--- src/rtl/text_console_ctrl.sv ---
// Character-RAM write sequencer: decodes a byte stream into cursor moves, single writes and clear sweeps.
// One write cycle after each accepted byte; char_ready is low for the whole of a line or screen clear sweep.
module text_console_ctrl #(
    parameter int COLS   = 80,
    parameter int ROWS   = 60,
    parameter int ADDR_W = 13
) (
    input  logic              px_clk,
    input  logic              rstn,
    input  logic              char_valid,
    input  logic [7:0]        char_data,
    output logic              char_ready,
    output logic              we,
    output logic [ADDR_W-1:0] waddr,
    output logic [7:0]        wdata,
    output logic [6:0]        cursor_col,
    output logic [5:0]        cursor_row,
    output logic              busy
);

    localparam logic [ADDR_W-1:0] LAST_ADDR = ADDR_W'(COLS*ROWS-1);
    localparam logic [ADDR_W-1:0] COLS_A    = ADDR_W'(COLS);
    localparam logic [ADDR_W-1:0] COLS_M1_A = ADDR_W'(COLS-1);
    localparam logic [ADDR_W-1:0] ONE_A     = ADDR_W'(1);
    localparam logic [6:0]        LAST_COL  = 7'(COLS-1);
    localparam logic [5:0]        LAST_ROW  = 6'(ROWS-1);
    localparam logic [7:0]        SPACE     = 8'h20;

    typedef enum logic [1:0] {IDLE, CLR_SCREEN, CLR_LINE} state_t;

    state_t            r_state;
    logic [ADDR_W-1:0] r_sweep;
    logic [ADDR_W-1:0] r_cur_addr;
    logic [ADDR_W-1:0] r_row_base;
    logic [6:0]        r_col;
    logic [5:0]        r_row;
    logic              r_we;
    logic [ADDR_W-1:0] r_waddr;
    logic [7:0]        r_wdata;

    logic              w_accept;
    logic              w_last_row;
    logic [5:0]        w_next_row;
    logic [ADDR_W-1:0] w_next_base;
    logic [ADDR_W-1:0] w_line_last;

    assign w_accept    = char_valid && (r_state == IDLE);
    assign w_last_row  = (r_row == LAST_ROW);
    assign w_next_row  = w_last_row ? 6'd0 : r_row + 6'd1;
    // Row base advances by COLS instead of multiplying row*COLS.
    assign w_next_base = w_last_row ? '0 : r_row_base + COLS_A;
    assign w_line_last = r_row_base + COLS_M1_A;

    always_ff @(posedge px_clk or negedge rstn) begin
        if (!rstn) begin
            r_state    <= CLR_SCREEN;
            r_sweep    <= '0;
            r_cur_addr <= '0;
            r_row_base <= '0;
            r_col      <= '0;
            r_row      <= '0;
            r_we       <= 1'b0;
            r_waddr    <= '0;
            r_wdata    <= '0;
        end else begin
            r_we <= 1'b0;
            case (r_state)
                IDLE: begin
                    if (w_accept) begin
                        if (char_data >= 8'h20) begin
                            r_we    <= 1'b1;
                            r_waddr <= r_cur_addr;
                            r_wdata <= char_data;
                            if (r_col == LAST_COL) begin
                                // Character write goes out first; the line sweep follows next cycle.
                                r_col      <= '0;
                                r_row      <= w_next_row;
                                r_row_base <= w_next_base;
                                r_cur_addr <= w_next_base;
                                r_sweep    <= w_next_base;
                                r_state    <= CLR_LINE;
                            end else begin
                                r_col      <= r_col + 7'd1;
                                r_cur_addr <= r_cur_addr + ONE_A;
                            end
                        end else begin
                            case (char_data)
                                8'h0D: begin
                                    r_col      <= '0;
                                    r_cur_addr <= r_row_base;
                                end
                                8'h0A: begin
                                    // First sweep write is issued on the accept edge itself.
                                    r_col      <= '0;
                                    r_row      <= w_next_row;
                                    r_row_base <= w_next_base;
                                    r_cur_addr <= w_next_base;
                                    r_we       <= 1'b1;
                                    r_waddr    <= w_next_base;
                                    r_wdata    <= SPACE;
                                    r_sweep    <= w_next_base + ONE_A;
                                    r_state    <= CLR_LINE;
                                end
                                8'h08: begin
                                    if (r_col != 7'd0) begin
                                        r_col      <= r_col - 7'd1;
                                        r_cur_addr <= r_cur_addr - ONE_A;
                                        r_we       <= 1'b1;
                                        r_waddr    <= r_cur_addr - ONE_A;
                                        r_wdata    <= SPACE;
                                    end
                                end
                                8'h0C: begin
                                    r_col      <= '0;
                                    r_row      <= '0;
                                    r_row_base <= '0;
                                    r_cur_addr <= '0;
                                    r_we       <= 1'b1;
                                    r_waddr    <= '0;
                                    r_wdata    <= SPACE;
                                    r_sweep    <= ONE_A;
                                    r_state    <= CLR_SCREEN;
                                end
                                default: ;
                            endcase
                        end
                    end
                end
                CLR_SCREEN: begin
                    r_we    <= 1'b1;
                    r_waddr <= r_sweep;
                    r_wdata <= SPACE;
                    if (r_sweep == LAST_ADDR) begin
                        r_sweep <= '0;
                        r_state <= IDLE;
                    end else begin
                        r_sweep <= r_sweep + ONE_A;
                    end
                end
                CLR_LINE: begin
                    r_we    <= 1'b1;
                    r_waddr <= r_sweep;
                    r_wdata <= SPACE;
                    if (r_sweep == w_line_last) begin
                        r_sweep <= '0;
                        r_state <= IDLE;
                    end else begin
                        r_sweep <= r_sweep + ONE_A;
                    end
                end
                default: r_state <= IDLE;
            endcase
        end
    end

    assign char_ready = (r_state == IDLE);
    assign busy       = (r_state != IDLE);
    assign we         = r_we;
    assign waddr      = r_waddr;
    assign wdata      = r_wdata;
    assign cursor_col = r_col;
    assign cursor_row = r_row;

endmodule

--- config.mk ---
export PLATFORM = sky130hd
export DESIGN_NAME = text_console_ctrl
export DESIGN_NICKNAME = d
export VERILOG_FILES = /design/src/rtl/text_console_ctrl.sv
export SDC_FILE = /design/constraint.sdc
export NUM_CORES = 1
export LEC_CHECK = 0
export ABC_CLOCK_PERIOD_IN_PS = 2820
export CAP_MARGIN = 30
export CORE_ASPECT_RATIO = 0.7
export CORE_MARGIN = 2
export CORE_UTILIZATION = 35
export DETAILED_ROUTE_END_ITERATION = 10
export GPL_ROUTABILITY_DRIVEN = 0
export PLACE_DENSITY_LB_ADDON = 0.3
export SLEW_MARGIN = 20
export SYNTH_ARGS = -nofsm -noshare
export SYNTH_HDL_FRONTEND = slang
export SYNTH_SLANG_ARGS = --single-unit
--- constraint.sdc ---
create_clock -name px_clk -period 2.82 [get_ports px_clk]
set_input_delay 0.423 -clock px_clk [delete_from_list [all_inputs] [get_ports px_clk]]
set_output_delay 0.423 -clock px_clk [all_outputs]
set_load 0.02 [all_outputs]
=== Yosys cells after proc, flatten, opt, wreduce, memory -nomap -nowiden ===
Index checks and enable logic that the tools add are counted.

* Eq/ne operators: 20
* Multiplexer cells: 43
* Reductions and logical operators: 19
* Magnitude comparators: 1
* Add/subtract/negate cells: 9

{| class="wikitable"
|+ Operators by type and width
! cell !! number
|-
| $mux W13 || 12
|-
| $pmux W13 S2 || 3
|-
| $pmux W13 S3 || 2
|-
| $pmux W13 S4 || 1
|-
| $add A13 B1 Y13 const B || 3
|-
| $eq A8 B4 Y1 const B || 4
|-
| $pmux W8 S2 || 2
|-
| $add A13 B7 Y13 const B || 2
|-
| $mux W8 || 3
|-
| $reduce_and A4 Y1 || 6
|-
| $mux W7 || 3
|-
| $mux W6 || 3
|-
| $pmux W7 S2 || 1
|-
| $eq A13 B13 Y1 || 1
|-
| $eq A13 B13 Y1 const B || 1
|-
| $sub A13 B1 Y13 const B || 1
|-
| $pmux W6 S2 || 1
|-
| $mux W2 || 5
|-
| $reduce_bool A3 Y1 || 3
|-
| $ge A8 B6 Y1 const B || 1
|-
| $add A7 B1 Y7 const B || 1
|-
| $eq A7 B7 Y1 const B || 1
|-
| $reduce_bool A7 Y1 || 1
|-
| $sub A7 B1 Y7 const B || 1
|-
| 23 further kinds || 30
|}

* Bits of input ports: 11
* Word-level logic and storage cells: 101
* Bits in registers: 76
* Output and inout port bits: 37

=== Depth between registers and ports, before layout ===
Gate-level depths: netlist of the first run.

* Word-level depth: 7
* Depth in mapped cells: 13
* Depth with buffers taken out: 12

=== Least setup slack after synthesis of the first run ===
Ideal clock, no wire load.

* Path kind: reg2reg
* Start point: register r_row[0], in the netlist cursor_row[0]
* End point: register r_sweep[10]
* Setup time: 0.124 ns
* Arrival: 2.624 ns
* Setup slack: 0.072 ns
* Buffers on the path: 1
* Cell stages (with the launch flop): 14
* Data required time: 2.696 ns
* Period minus slack after synthesis: 2.748 ns
* Cell sequence: dfrtp_1 ha_1 nand4_1 or2_2 clkbuf_1 nand2_1 inv_1 ha_1 nand4_1 nor3_1 and3_1 xnor2_1 and3_1 a211o_1

* Longest elaborated chain between the ends: 7
* Elaborated cells on any way between the ends: 8
* Classes of those cells: add/sub (1); eq/ne (1); mux (6)

{| class="wikitable"
|+ Ends and longest elaborated chain
! what !! line !! text
|-
| from (decl) || 36 || <nowiki>logic [5:0] r_row;</nowiki>
|-
| from (signal assigned) || 77 || <nowiki>r_row <= w_next_row;</nowiki>
|-
| from (signal assigned) || 95 || <nowiki>r_row <= w_next_row;</nowiki>
|-
| $eq A6 B6 Y1 (*) || 48 || <nowiki>assign w_last_row = (r_row == LAST_ROW);</nowiki>
|-
| $mux W13 (*) || 51 || <nowiki>assign w_next_base = w_last_row ? '0 : r_row_base + COLS_A;</nowiki>
|-
| $add A13 B1 Y13 || 101 || <nowiki>r_sweep <= w_next_base + ONE_A;</nowiki>
|-
| $pmux W13 S2 || 87 || <nowiki>case (char_data)</nowiki>
|-
| $mux W13 (*) || 70 || <nowiki>if (char_data >= 8'h20) begin</nowiki>
|-
| $mux W13 (*) || 69 || <nowiki>if (w_accept) begin</nowiki>
|-
| $pmux W13 S3 (*) || 67 || <nowiki>case (r_state)</nowiki>
|-
| to (signal assigned) || 80 || <nowiki>r_sweep <= w_next_base;</nowiki>
|-
| to (signal assigned) || 101 ||
|-
| to (signal assigned) || 137 || <nowiki>r_sweep <= r_sweep + ONE_A;</nowiki>
|-
| to (decl) || 32 || <nowiki>logic [ADDR_W-1:0] r_sweep;</nowiki>
|}

Every way passes the cells marked *; elsewhere a longest branch is shown, timed or not. The select of a mux whose other input is x is not followed.
A chain may end at the register's enable or synchronous reset.

=== Worst setup path in the final report of the first run ===
* Start point: register r_cur_addr[0]
* End point: register r_waddr[6], in the netlist waddr[6]

* Longest elaborated chain between the ends: 6

{| class="wikitable"
|+ Ends and longest elaborated chain
! what !! line !! text
|-
| from (decl) || 33 || <nowiki>logic [ADDR_W-1:0] r_cur_addr;</nowiki>
|-
| from (signal assigned) || 79 || <nowiki>r_cur_addr <= w_next_base;</nowiki>
|-
| from (signal assigned) || 84 || <nowiki>r_cur_addr <= r_cur_addr + ONE_A;</nowiki>
|-
| from (signal assigned) || 90 || <nowiki>r_cur_addr <= r_row_base;</nowiki>
|-
| $sub A13 B1 Y13 || 109 || <nowiki>r_waddr <= r_cur_addr - ONE_A;</nowiki>
|-
| $mux W13 || 105 || <nowiki>if (r_col != 7'd0) begin</nowiki>
|-
| $pmux W13 S3 || 87 ||
|-
| $mux W13 || 70 ||
|-
| $mux W13 || 69 ||
|-
| $pmux W13 S2 || 67 ||
|-
| to (signal assigned) || 72 || <nowiki>r_waddr <= r_cur_addr;</nowiki>
|-
| to (signal assigned) || 99 || <nowiki>r_waddr <= w_next_base;</nowiki>
|-
| to (signal assigned) || 109 ||
|-
| to (decl) || 38 || <nowiki>logic [ADDR_W-1:0] r_waddr;</nowiki>
|}

Every way passes these cells. The select of a mux whose other input is x is not followed.

==> results.json, run 1 <==
{
  "drtPass1Iterations": 5,
  "fin_crit_sh": 0.958,
  "cts.sinks": 76,
  "fmax_ghz": 0.370,
  "avgSynthCellArea_um2": 7.83,
  "holdWs_ns": 0.0201,
  "ys_types": 69,
  "start_util": 0.359,
  "syn_nets": 777,
  "outcome": "complete, no violations",
  "peakVddDrop_mv": 0.519,
  "finish.utilization": 0.455,
  "cp-end-kind": "flip-flop",
  "min_path_type": "input pin to asynchronous set/reset pin",
  "portBuffers": 47,
  "cts_tree": "built",
  "multi_input_area_um2": 3740,
  "synth.ff_latch_count": 76,
  "p_per_area_nw_per_um2": 854,
  "cts_root_buf": "clkbuf_16",
  "slew_headroom": 0.582,
  "wl_mm": 20.5,
  "tightest_slew_ns": 0.625,
  "routedWlPerCell_um": 19.1,
  "finClkSkew_ns": 0.00838,
  "ys.flop_type": "dfrtp_1",
  "drc_errors": 0,
  "syn-cell-area_um2": 5890,
  "drive_gt1_frac": 0.163,
  "ff2ff_setup_slack_ns": 0.12,
  "slew_viol_final": 0,
  "seq_area_um2": 1900,
  "placed_area_um2": 7110,
  "ant_nets": 0,
  "grt_usage": 0.233,
  "critical_path_class": "flip-flop to flip-flop",
  "total_power_mw": 6.36,
  "cts_hold_buf": 0,
  "fillers": 1696,
  "startpoint_type": "flip-flop",
  "required_ns": 3.06,
  "area_delta_synth_final_pct": 26.6,
  "n_antenna_cell": 0,
  "async_flop_share": 1.00,
  "r2r-end": "waddr[6]",
  "arrival_ns": 2.94,
  "cts_buffers": 9,
  "rr_worst_depth": 8,
  "fp.dieW_um": 159,
  "synth_edf_count": 0,
  "overflow": 0,
  "fin_crit_ns": 2.70,
  "crit_start": "r_cur_addr[0]",
  "viasPerCell": 5.72,
  "ctsLongestPathBuffers": 2,
  "setup_viol": 0,
  "cap_viol_max_count": 0,
  "finalNetCount": 867,
  "grt_first_pass_wirelength_mm": 32.7,
  "vias": 6127,
  "clk_pin_slew_ns": 0.07,
  "die_y_um": 113,
  "core_area_um2": 16400,
  "r2r-start": "r_cur_addr[0]",
  "ys_warn_count": 0,
  "leakagePower_nw": 3.01,
  "grt_pass1_vias": 5754,
  "io-pin-count": 48,
  "clock_latency_ns": 0.36,
  "grt_antenna_before_repair": 0,
  "finalSetupTns_ns": 0,
  "finalHoldViolCount": 0,
  "worstPathMaxFanout": 4,
  "rows": 39,
  "grt_max_degree": 46,
  "place_hpwl_mm": 15.5,
  "final_cell_area_um2": 7450,
  "die_area_um2": 17900,
  "endpoint": "waddr[6]",
  "seq_area_frac_synth": 0.323,
  "synthesis.instances": 752,
  "dr.first_iter.drc_count": 569,
  "htreeDepth": 3
}
==> critical path: stages (launching register included) <==
cell       delay [ns]
dfrtp_1          0.38
inv_1            0.07
ha_1             0.22
or4b_2           0.69
o21ai_0          0.19
a21oi_1          0.13
a2111oi_1        0.61
buf_4            0.22
o31ai_1          0.06
==> cells in the mapped netlist (4+ instances only) <==
| library cell | number | area (µm²) |
|---|---|---|
| nand2_1 | 91 | 342 |
| dfrtp_1 | 75 | 1880 |
| nor2_1 | 60 | 225 |
| o21ai_0 | 55 | 275 |
| a21oi_1 | 44 | 220 |
| clkbuf_1 | 41 | 154 |
| nand3_1 | 35 | 175 |
| xnor2_1 | 35 | 307 |
| nor3_1 | 29 | 145 |
| inv_1 | 19 | 71.3 |
| and3_1 | 16 | 100 |
| buf_2 | 15 | 75.1 |
| ha_1 | 14 | 175 |
| xor2_1 | 14 | 123 |
| a211oi_1 | 13 | 97.6 |
| o211ai_1 | 13 | 97.6 |
| or3_1 | 13 | 81.3 |
| o31ai_1 | 12 | 90.1 |
| nand2b_1 | 9 | 56.3 |
| o21a_1 | 9 | 67.6 |
| nand4_1 | 8 | 50.1 |
| or2_2 | 8 | 50.1 |
| a211o_1 | 7 | 61.3 |
| nor4_1 | 7 | 43.8 |
| a221oi_1 | 6 | 52.6 |
| nor2b_1 | 6 | 37.5 |
| nor3b_1 | 6 | 45.0 |
| o22ai_1 | 6 | 37.5 |
| a22oi_1 | 5 | 37.5 |
| a21o_1 | 4 | 30.0 |
| a221o_1 | 4 | 40.0 |
| a22o_1 | 4 | 35.0 |
| a31o_2 | 4 | 35.0 |
| a31oi_1 | 4 | 25.0 |
| nand3b_1 | 4 | 30.0 |
| o2111ai_1 | 4 | 35.0 |
| o21ai_1 | 4 | 20.0 |
| o221ai_1 | 4 | 35.0 |
| o32ai_1 | 4 | 35.0 |
==> cell usage in the layout (no fill, tap or decap), types with 7 or more instances in the layout <==
cell type and instances:
a211o_1 7, a211oi_1 12, a21oi_1 44, and3_1 16, buf_4 85, clkbuf_16 9
clkdlybuf4s50_1 46, dfrtp_1 75, ha_1 13, inv_1 19, nand2_1 91, nand2b_1 9
nand3_1 35, nand4_1 8, nor2_1 60, nor3_1 26, o211ai_1 13, o21a_1 9
o21ai_0 55, o31ai_1 12, or2_2 8, or3_1 13, xnor2_1 35, xor2_1 14
==> worst min path at each step <==
stage / startpoint / end / slack (ns)
final: rstn / r_cur_addr[5] / 0.02
after global routing: rstn / r_cur_addr[5] / 0.05
after global placement: rstn / r_cur_addr[5] / 0.41
after detailed placement: rstn / r_cur_addr[5] / 0.41
after floorplan: rstn / cursor_col[0] / 0.13
after CTS: rstn / r_cur_addr[5] / 0.04
==> layer usage <==
layer	track usage	wire length, µm	vias to the layer above	part of all wire
met5	0	0	-	0
met3	0.0798	2470	21	0.12
met1	0.362	9960	2901	0.49
met4	0.0503	241	0	0.012
li1	-	-	2928	-
met2	0.304	7860	277	0.38
==> cells by family after synthesis <==
group,after synthesis,synth area share
buffers and inverters,76,0.0529
DFF,76,0.323
xor gates and xnor gates,49,0.0729
adders and majority gates,14,0.0297
and+or+nand+nor,306,0.255
AOI/OAI and AO/OA,229,0.263
muxes,2,0.00361
==> power by group <==
group	leakage [nW]	switching (mW)	internal, mW
Clock	0.129	0.526	0.607
Sequential	0.960	0.398	1.44
Combinational	1.92	1.92	1.48
==> flip-flops by register name, summed over array words and instances (netlist names) <==
register	count
cursor_col	7
waddr	13
r_cur_addr	13
cursor_row	6
we	1
r_state	2
wdata	8
r_row_base	13
r_sweep	13
==> per-stage QoR <==
| step | std cells | setup slack [ns] |
|---|---|---|
| after floorplan | 752 | 0.0721 |
| after global placement | 1054 | -0.161 |
| after detailed placement | 1054 | -0.0828 |
| after CTS | 1070 | 0.0813 |
| after global routing | 1072 | -0.0134 |
| final | 1072 | 0.120 |
==> repair_timing <==
| action | CTS | global route |
|---|---|---|
| buffers inserted | 0 | 1 |
| gates resized for setup | 0 | 10 |
| setup endpoints to repair | 0 | 11 |
==> layout make-up <==
class | instances | share of cell area
Clock buffer | 9 | 0.0302
Sequential cell | 76 | 0.255
Multi-Input combinational cell | 601 | 0.501
Inverter | 19 | 0.00957
Clock inverter | 7 | 0.00772
Tap cell | 225 | 0.0378
Timing Repair Buffer | 135 | 0.158
Power figures use the tool's default switching activity.
==> run 2: changes to the inputs <==
--- a/config.mk
+++ b/config.mk
@@ -9,7 +9,7 @@
 export CAP_MARGIN = 30
 export CORE_ASPECT_RATIO = 0.7
 export CORE_MARGIN = 2
-export CORE_UTILIZATION = 35
+export CORE_UTILIZATION = 54
 export DETAILED_ROUTE_END_ITERATION = 10
 export GPL_ROUTABILITY_DRIVEN = 0
 export PLACE_DENSITY_LB_ADDON = 0.3
==> results.json, run 2 (synthesis results as in run 1) <==
{
  "drive_gt1_frac": 0.149,
  "peakVddDrop_mv": 0.681,
  "placed_area_um2": 6850,
  "combPwrFrac": 0.506,
  "drc_errors": 0,
  "outcome": "complete, no violations",
  "critical_path_class": "flip-flop to flip-flop",
  "routedWlPerCell_um": 20.9,
  "internal-power_mw": 3.65,
  "clk_pin_slew_ns": 0.06,
  "worstPathMaxFanout": 4,
  "area_delta_synth_final_pct": 23.4,
  "cp_top_family": "simple AND/OR/NAND/NOR gates",
  "grt_antenna_before_repair": 0,
  "holdWs_ns": 0.472,
  "wl_mm": 20.1,
  "crit_slowest_cell": "or4b_2",
  "cts_root_buf": "clkbuf_16",
  "setup_slack_ns": 0.110,
  "cpPeakStageDelay_ns": 0.69,
  "pre_cts_slack_ns": -0.0873,
  "cts_buffers": 9,
  "ctsLongestPathBuffers": 2,
  "drtPass1Iterations": 6,
  "die_y_um": 91.4,
  "required_ns": 3.04,
  "finalHoldViolCount": 0,
  "core_area_um2": 10500,
  "seq_power_share": 0.298,
  "cp-end-kind": "flip-flop",
  "place_hpwl_mm": 14.8,
  "arrival_ns": 2.93,
  "fp.dieW_um": 129,
  "mostFrequentLayoutCells": "91 x nand2_1, 75 x dfrtp_1, 71 x buf_4",
  "grt_max_degree": 77,
  "startpoint_type": "flip-flop",
  "grt_usage": 0.349,
  "p_per_area_nw_per_um2": 891,
  "slew_headroom": 0.508,
  "portBuffers": 47,
  "overflow": 0,
  "dr.first_iter.drc_count": 911,
  "finClkSkew_ns": 0.00617,
  "tightest_slew_ns": 0.731,
  "n_antenna_cell": 0,
  "grt_pass1_vias": 5781,
  "rows": 31,
  "min_path_type": "flip-flop to flip-flop",
  "setup_viol": 0,
  "finish.utilization": 0.694,
  "vias": 6526,
  "slew_viol_final": 0,
  "cts_tree": "built",
  "ant_nets": 0,
  "cp_cell_sequence": "inv_1 > ha_1 > or4b_2 > nor3_1 > nand2_1 > xor2_1 > o22ai_1 > o21ai_0 > a31oi_1",
  "cap_viol_max_count": 0,
  "leakagePower_nw": 2.97,
  "p_sw_mw": 2.83,
  "p_sw_frac": 0.437,
  "io-pin-count": 48,
  "grt_first_pass_wirelength_mm": 31.9,
  "htreeDepth": 3,
  "cts.sinks": 76,
  "final_cell_area_um2": 7270,
  "viasPerCell": 6.77,
  "start_util": 0.562,
  "fmax_ghz": 0.369,
  "clock_latency_ns": 0.35,
  "mostFrequentLayoutCell": "nand2_1",
  "worst-path-buf-inv": 1,
  "die_area_um2": 11800,
  "fin_crit_ns": 2.71,
  "finalSetupTns_ns": 0,
  "clockPowerShare": 0.195,
  "finalNetCount": 852,
  "fin_crit_sh": 0.961
}
[run 2: power by group through the flow]
| stage | registers, mW | clock network, mW | logic [mW] |
|---|---|---|---|
| 2_1_floorplan | 1.92 | 0 | 1.85 |
| 3_3_place_gp | 1.88 | 0 | 3.06 |
| 3_5_place_dp | 1.90 | 0 | 3.14 |
| 4_1_cts | 1.89 | 1.27 | 3.17 |
| 5_1_grt | 1.97 | 1.31 | 3.52 |
| 6_report | 1.93 | 1.26 | 3.28 |
[run 2: path summary, 6_finish.rpt]
path | from | end | slack (ns) | depth (start not counted)
max | r_cur_addr[0] | waddr[12] | 0.11 | 9
min | wdata[1] | wdata[1] | 0.47 | 2
max reg2reg | r_cur_addr[0] | waddr[12] | 0.11 | 9
min reg2reg | wdata[1] | wdata[1] | 0.47 | 2
max in group asynchronous | rstn | r_state[0] | 1.69 | 3
min in group asynchronous | rstn | r_cur_addr[9] | 0.50 | 2
[run 2: metal layers]
layer	global-route usage	share of wire	vias to the layer above
li1	-	-	2903
met1	0.534	0.44	3091
met2	0.478	0.40	476
met3	0.0872	0.13	56
met4	0.102	0.024	0
met5	0	0	-
[run 2: cell type report]
class	instances	area, µm²
Multi-Input combinational cell	600	3740
Fill cell	832	3210
Sequential cell	76	1900
Timing Repair Buffer	121	1070
Clock buffer	11	233
Tap cell	132	165
Clock inverter	5	85.1
Inverter	19	71.3
[run 2: worst min-delay path, delay by kind of cell (launching register included)]
| family | cells | cell delay (ns) |
|---|---|---|
| flip-flops | 1 | 0.34 |
| AND/OR/NAND/NOR | 2 | 0.10 |
[run 2: stage by stage]
step           std cells  total power [mW]
5_1_grt              964              6.80
3_3_place_gp         946              4.93
2_1_floorplan        752              3.77
6_report             964              6.47
3_5_place_dp         946              5.04
4_1_cts              962              6.34
[run 2: repair_timing]
| action | 4_1_cts | 5_1_grt |
|---|---|---|
| resized for setup | 0 | 13 |
| setup endpoints to repair | 0 | 24 |
| hold endpoints to repair | 0 | 20 |
| hold buffers | 0 | 1 |
| setup buffers | 0 | 0 |
